File: config.mk
export PLATFORM = sky130hd
export DESIGN_NAME = fir_sample_sequencer
export DESIGN_NICKNAME = d
export VERILOG_FILES = /design/src/rtl/fir_sample_sequencer.sv
export SDC_FILE = /design/constraint.sdc
export NUM_CORES = 1
export LEC_CHECK = 0
export BUFFER_PORTS_ARGS = -buffer_cell sky130_fd_sc_hd__buf_2
export CORE_ASPECT_RATIO = 2
export CORE_MARGIN = 3
export CORE_UTILIZATION = 40
export DETAILED_ROUTE_END_ITERATION = 12
export GPL_ROUTABILITY_DRIVEN = 0
export PLACE_DENSITY = 0.72
export SYNTH_ARGS = -nofsm -noshare
export SYNTH_HDL_FRONTEND = slang
export SYNTH_SLANG_ARGS = --single-unit
export TNS_END_PERCENT = 5
File: constraint.sdc
create_clock -name CLK_Filter -period 1.7 [get_ports CLK_Filter]
set_clock_uncertainty 0.1 [all_clocks]
set_input_delay 0.255 -clock CLK_Filter [delete_from_list [all_inputs] [get_ports CLK_Filter]]
set_output_delay 0.255 -clock CLK_Filter [all_outputs]
set_load 0.1 [all_outputs]
File: src/rtl/fir_sample_sequencer.sv
// Sample scheduler for the symmetric FIR: divides the filter clock into sample ticks,
// runs the ADC req/ack handshake, flushes the FIR at startup and qualifies its output.
module fir_sample_sequencer #(
  parameter int DIV    = 50,
  parameter int WARMUP = 25,
  parameter int DW     = 8,
  parameter int OW     = 20
) (
  input  logic          CLK_Filter,
  input  logic          rst_n,
  input  logic          start,
  input  logic          stop,
  output logic          adc_req,
  input  logic          adc_ack,
  input  logic [DW-1:0] adc_data,
  output logic          fir_ce,
  output logic [DW-1:0] fir_din,
  input  logic [OW-1:0] fir_dout,
  output logic [OW-1:0] filt_data,
  output logic          filt_valid,
  output logic          busy,
  output logic          primed,
  output logic          overrun
);

  localparam int DCW = $clog2(DIV);
  localparam int CW  = $clog2(WARMUP + 1);
  localparam logic [DCW-1:0] DIV_LAST   = DCW'(DIV - 1);
  localparam logic [CW-1:0]  WARM_FULL  = CW'(WARMUP);
  localparam logic [CW-1:0]  FLUSH_LAST = CW'(WARMUP - 1);

  typedef enum logic [2:0] {
    IDLE,
    FLUSH,
    WAIT_TICK,
    REQ,
    PUSH,
    CAPTURE
  } state_t;

  state_t         state_q, state_d;
  logic [DCW-1:0] div_cnt_q, div_cnt_d;
  logic [CW-1:0]  push_cnt_q, push_cnt_d;
  logic [CW-1:0]  flush_cnt_q, flush_cnt_d;
  logic [DW-1:0]  sample_q, sample_d;
  logic [DW-1:0]  fir_din_q;
  logic [OW-1:0]  filt_data_q, filt_data_d;
  logic           filt_valid_q, filt_valid_d;
  logic           overrun_q, overrun_d;
  logic           stop_pend_q, stop_pend_d;
  logic           running;
  logic           tick;

  // The divider keeps running through the handshake so the sample grid stays fixed.
  assign running = (state_q == WAIT_TICK) || (state_q == REQ) ||
                   (state_q == PUSH) || (state_q == CAPTURE);
  assign tick    = running && (div_cnt_q == DIV_LAST);

  assign busy       = (state_q != IDLE);
  assign primed     = (push_cnt_q == WARM_FULL);
  assign overrun    = overrun_q;
  assign filt_data  = filt_data_q;
  assign filt_valid = filt_valid_q;

  always_comb begin
    state_d      = state_q;
    div_cnt_d    = '0;
    push_cnt_d   = push_cnt_q;
    flush_cnt_d  = flush_cnt_q;
    sample_d     = sample_q;
    filt_data_d  = filt_data_q;
    filt_valid_d = 1'b0;
    overrun_d    = overrun_q;
    stop_pend_d  = stop_pend_q;
    fir_ce       = 1'b0;
    fir_din      = fir_din_q;
    adc_req      = 1'b0;

    if (running) begin
      div_cnt_d = tick ? '0 : div_cnt_q + 1'b1;
    end
    // A tick that lands while a sample is still in flight is dropped and flagged.
    if (tick && (state_q != WAIT_TICK)) begin
      overrun_d = 1'b1;
    end

    case (state_q)
      IDLE: begin
        stop_pend_d = 1'b0;
        if (start && !stop) begin
          state_d     = FLUSH;
          push_cnt_d  = '0;
          flush_cnt_d = '0;
          overrun_d   = 1'b0;
        end
      end
      FLUSH: begin
        fir_ce  = 1'b1;
        fir_din = '0;
        if (flush_cnt_q != WARM_FULL) begin
          flush_cnt_d = flush_cnt_q + 1'b1;
        end
        if (flush_cnt_q == FLUSH_LAST) begin
          state_d = WAIT_TICK;
        end
      end
      WAIT_TICK: begin
        if (stop) begin
          state_d   = IDLE;
          div_cnt_d = '0;
        end else if (tick) begin
          state_d = REQ;
        end
      end
      REQ: begin
        adc_req     = 1'b1;
        stop_pend_d = stop_pend_q | stop;
        if (adc_ack) begin
          sample_d = adc_data;
          state_d  = PUSH;
        end
      end
      PUSH: begin
        fir_ce      = 1'b1;
        fir_din     = sample_q;
        stop_pend_d = stop_pend_q | stop;
        if (push_cnt_q != WARM_FULL) begin
          push_cnt_d = push_cnt_q + 1'b1;
        end
        state_d = CAPTURE;
      end
      CAPTURE: begin
        filt_data_d  = fir_dout;
        filt_valid_d = primed;
        if (stop_pend_q || stop) begin
          state_d     = IDLE;
          stop_pend_d = 1'b0;
          div_cnt_d   = '0;
        end else begin
          state_d = WAIT_TICK;
        end
      end
      default: begin
        state_d = IDLE;
      end
    endcase
  end

  always_ff @(posedge CLK_Filter or negedge rst_n) begin
    if (!rst_n) begin
      state_q      <= IDLE;
      div_cnt_q    <= '0;
      push_cnt_q   <= '0;
      flush_cnt_q  <= '0;
      sample_q     <= '0;
      fir_din_q    <= '0;
      filt_data_q  <= '0;
      filt_valid_q <= 1'b0;
      overrun_q    <= 1'b0;
      stop_pend_q  <= 1'b0;
    end else begin
      state_q      <= state_d;
      div_cnt_q    <= div_cnt_d;
      push_cnt_q   <= push_cnt_d;
      flush_cnt_q  <= flush_cnt_d;
      sample_q     <= sample_d;
      fir_din_q    <= fir_din;
      filt_data_q  <= filt_data_d;
      filt_valid_q <= filt_valid_d;
      overrun_q    <= overrun_d;
      stop_pend_q  <= stop_pend_d;
    end
  end

endmodule
==> metrics.cfg <==
[routing]
dr_wl_met3_um=227
top_layer=met4
drt-met1-wl_mm=1.90
wl_met2_mm=3.33
drc=0
drtIter0Drc=53
vias_per_cell=4.85
vias=1846
wire_per_inst_um=14.7
first_pass_iters=4
wirelength_mm=5.62
route.antenna.remaining_nets=0

[synthesis]
post_synth_fa_ha_maj_area_fraction=0.0378
synth_edf_count=0
synth_flop_cell=dfrtp_1
synth_top_area_frac=0.548
avgSynthCellArea_um2=13.1
seq_area_frac_synth=0.548
synth_compound_area_frac=0.0831
synth_top_family_by_area=multiplexers
synth_xor_area_frac=0.0331
synth_seq_cells=58
synth_top_cell_by_area=dfrtp_1
yosys-mux-area-fraction=0.130
synthTopCellsByArea=dfrtp_1 55%, mux2_2 7.7%, mux2_4 4.5%
syn_nets=243
synth_cell_types=43
syn_inst=202
yosys_warnings=0
syn_area_um2=2650
ys_async_sr_fraction=1.00
synth-simple-area-share=0.128

[die]
die_w_um=63.5
die-area_um2=7690
core_region_area_um2=6360
num_rows=41
io_pins=67
fp.dieH_um=121
initial_utilization=0.416

[sta]
relSlewSlack=0.673
rsz0062_at_grt=yes
report.final.slew_viol_count=0
hold-worst-slack_ns=0.0477
period_share=1.19
worst_pin_slew_ns=0.494
maxClockFrequency_ghz=0.493
period_minus_slack_ns=2.03
fin_ws_ns=-0.328
finalHoldViolations=0
final-setup-viol-count=17

[global_routing]
grt_usage=0.159
grt_start_max_net_pins=59
grt_pass1_wl_mm=9.16
grt_antenna_before_repair=0
grt-ovfl-total=0
grt_pass1_vias=1944

[final_layout]
final_util=0.594
final_common_cell=dfrtp_1
area.growth.synth_to_final_pct=42.6
design_area_um2=3780
nNetsFinal=331
diodes=0
layout_common_cells=56 x dfrtp_1, 54 x buf_2, 18 x mux2_2
instances_no_fill=381
drive_gt1_frac=0.525

[placement]
numPortBuffers=66
dpl.hpwl_mm=4.03
placed_area_um2=3390
place_inst=360

[clock_network]
clk_latency_ns=0.32
cts.sinks=58
ctsLongestPathBuffers=2
cts_tree=done
root_buffer=clkbuf_16
cts.reportedPaths.clkPinSlew_ns=0.05
htree_num_levels=3
cts_made_buffers=9

[worst_setup_path]
worstPathArrival_ns=1.67
crit_required_ns=1.34
crit_type=reg2out
startpoint_type=flip-flop
cp_max_fo=5
end_kind=output pin

[min_path]
holdCritPathClass=in2reg

[status]
violations=setup timing
status=finished with violations

[run]
cap_violations=0

-- logic make-up (layout without fill, tap and decap cells) --
logic type,after synthesis,after routing
DFF,58,58
and+or+nand+nor,54,55
muxes,28,28
AOI/OAI and AO/OA,27,27
buffers and inverters,17,109
xor gates and xnor gates,10,10
adders and majority gates,8,8
-- worst paths after layout --
| path | startpoint | endpoint | slack [ns] | cells past startpoint |
|---|---|---|---|---|
| max | state_q[2] | fir_din[5] | -0.33 | 6 |
| min in group asynchronous | rst_n | filt_data[13] | 0.38 | 3 |
| max in group asynchronous | rst_n | state_q[1] | 0.83 | 3 |
| max reg2reg | state_q[1] | state_q[0] | -0.08 | 5 |
| min reg2reg | div_cnt_q[0] | div_cnt_q[0] | 0.39 | 1 |
| min | fir_dout[7] | filt_data[7] | 0.05 | 2 |
-- routing by layer --
metal,global-route usage,up-vias
li1,-,887
met1,0.152,906
met2,0.297,41
met3,0.0361,12
met4,0.101,0
met5,0,-
-- metrics by stage --
| stage | setup TNS (ns) | worst slack (ns) |
|---|---|---|
| floorplan | -0.387 | -0.0817 |
| global placement | -0.138 | -0.0421 |
| CTS | -3.69 | -0.349 |
| global route | -5.25 | -0.383 |
| finish | -3.37 | -0.328 |
| detailed placement | -0.972 | -0.113 |
-- area by class of cell --
class                      count  area (um2)
multi-input combinational    128        1210
inverter                       9        37.5
tap                           86         108
timing repair buffer          84         679
clock buffer                  10         229
fill                         541        2580
sequential                    58        1450
clock inverter                 6        57.6
-- sequential cells by signal (all words and copies together), names as in the netlist --
name and count:
sample_q 8, state_q 3, filt_data 20, push_cnt_q 5, overrun 1, stop_pend_q 1, div_cnt_q 6, filt_valid 1
flush_cnt_q 5, fir_din_q 8
-- cell usage after synthesis, types with 2 or more instances --
library cell / n
mux2_2: 18
buf_6: 4
and2b_2: 2
nand4_1: 5
nand2_1: 7
nor3b_4: 2
inv_1: 9
mux2_1: 2
mux2_4: 8
xnor2_1: 3
buf_4: 3
nand3_1: 5
a22o_1: 9
ha_1: 8
dfrtp_1: 58
nor2_1: 17
o21ai_0: 4
nand3b_1: 4
a21oi_1: 3
o31ai_1: 2
xor2_1: 7
-- worst max-delay path: stages, from the launching register on --
cell and delay (ns):
dfrtp_1 0.42, buf_6 0.15, nor3b_4 0.18, buf_6 0.14, nor2_4 0.06, a22o_4 0.23
buf_12 0.16
-- timing repair --
action	CTS	global route
cloned	1	0
hold buffers	1	0
endpoints found under the hold margin	58	0
pin swaps	8	1
endpoints found under the setup margin	23	44
gates resized for setup	14	2
buffers inserted	3	0
Power is left out: the tool's default activity adds up to more than one toggle a clock period on the data nets, which glitch-free logic cannot reach.
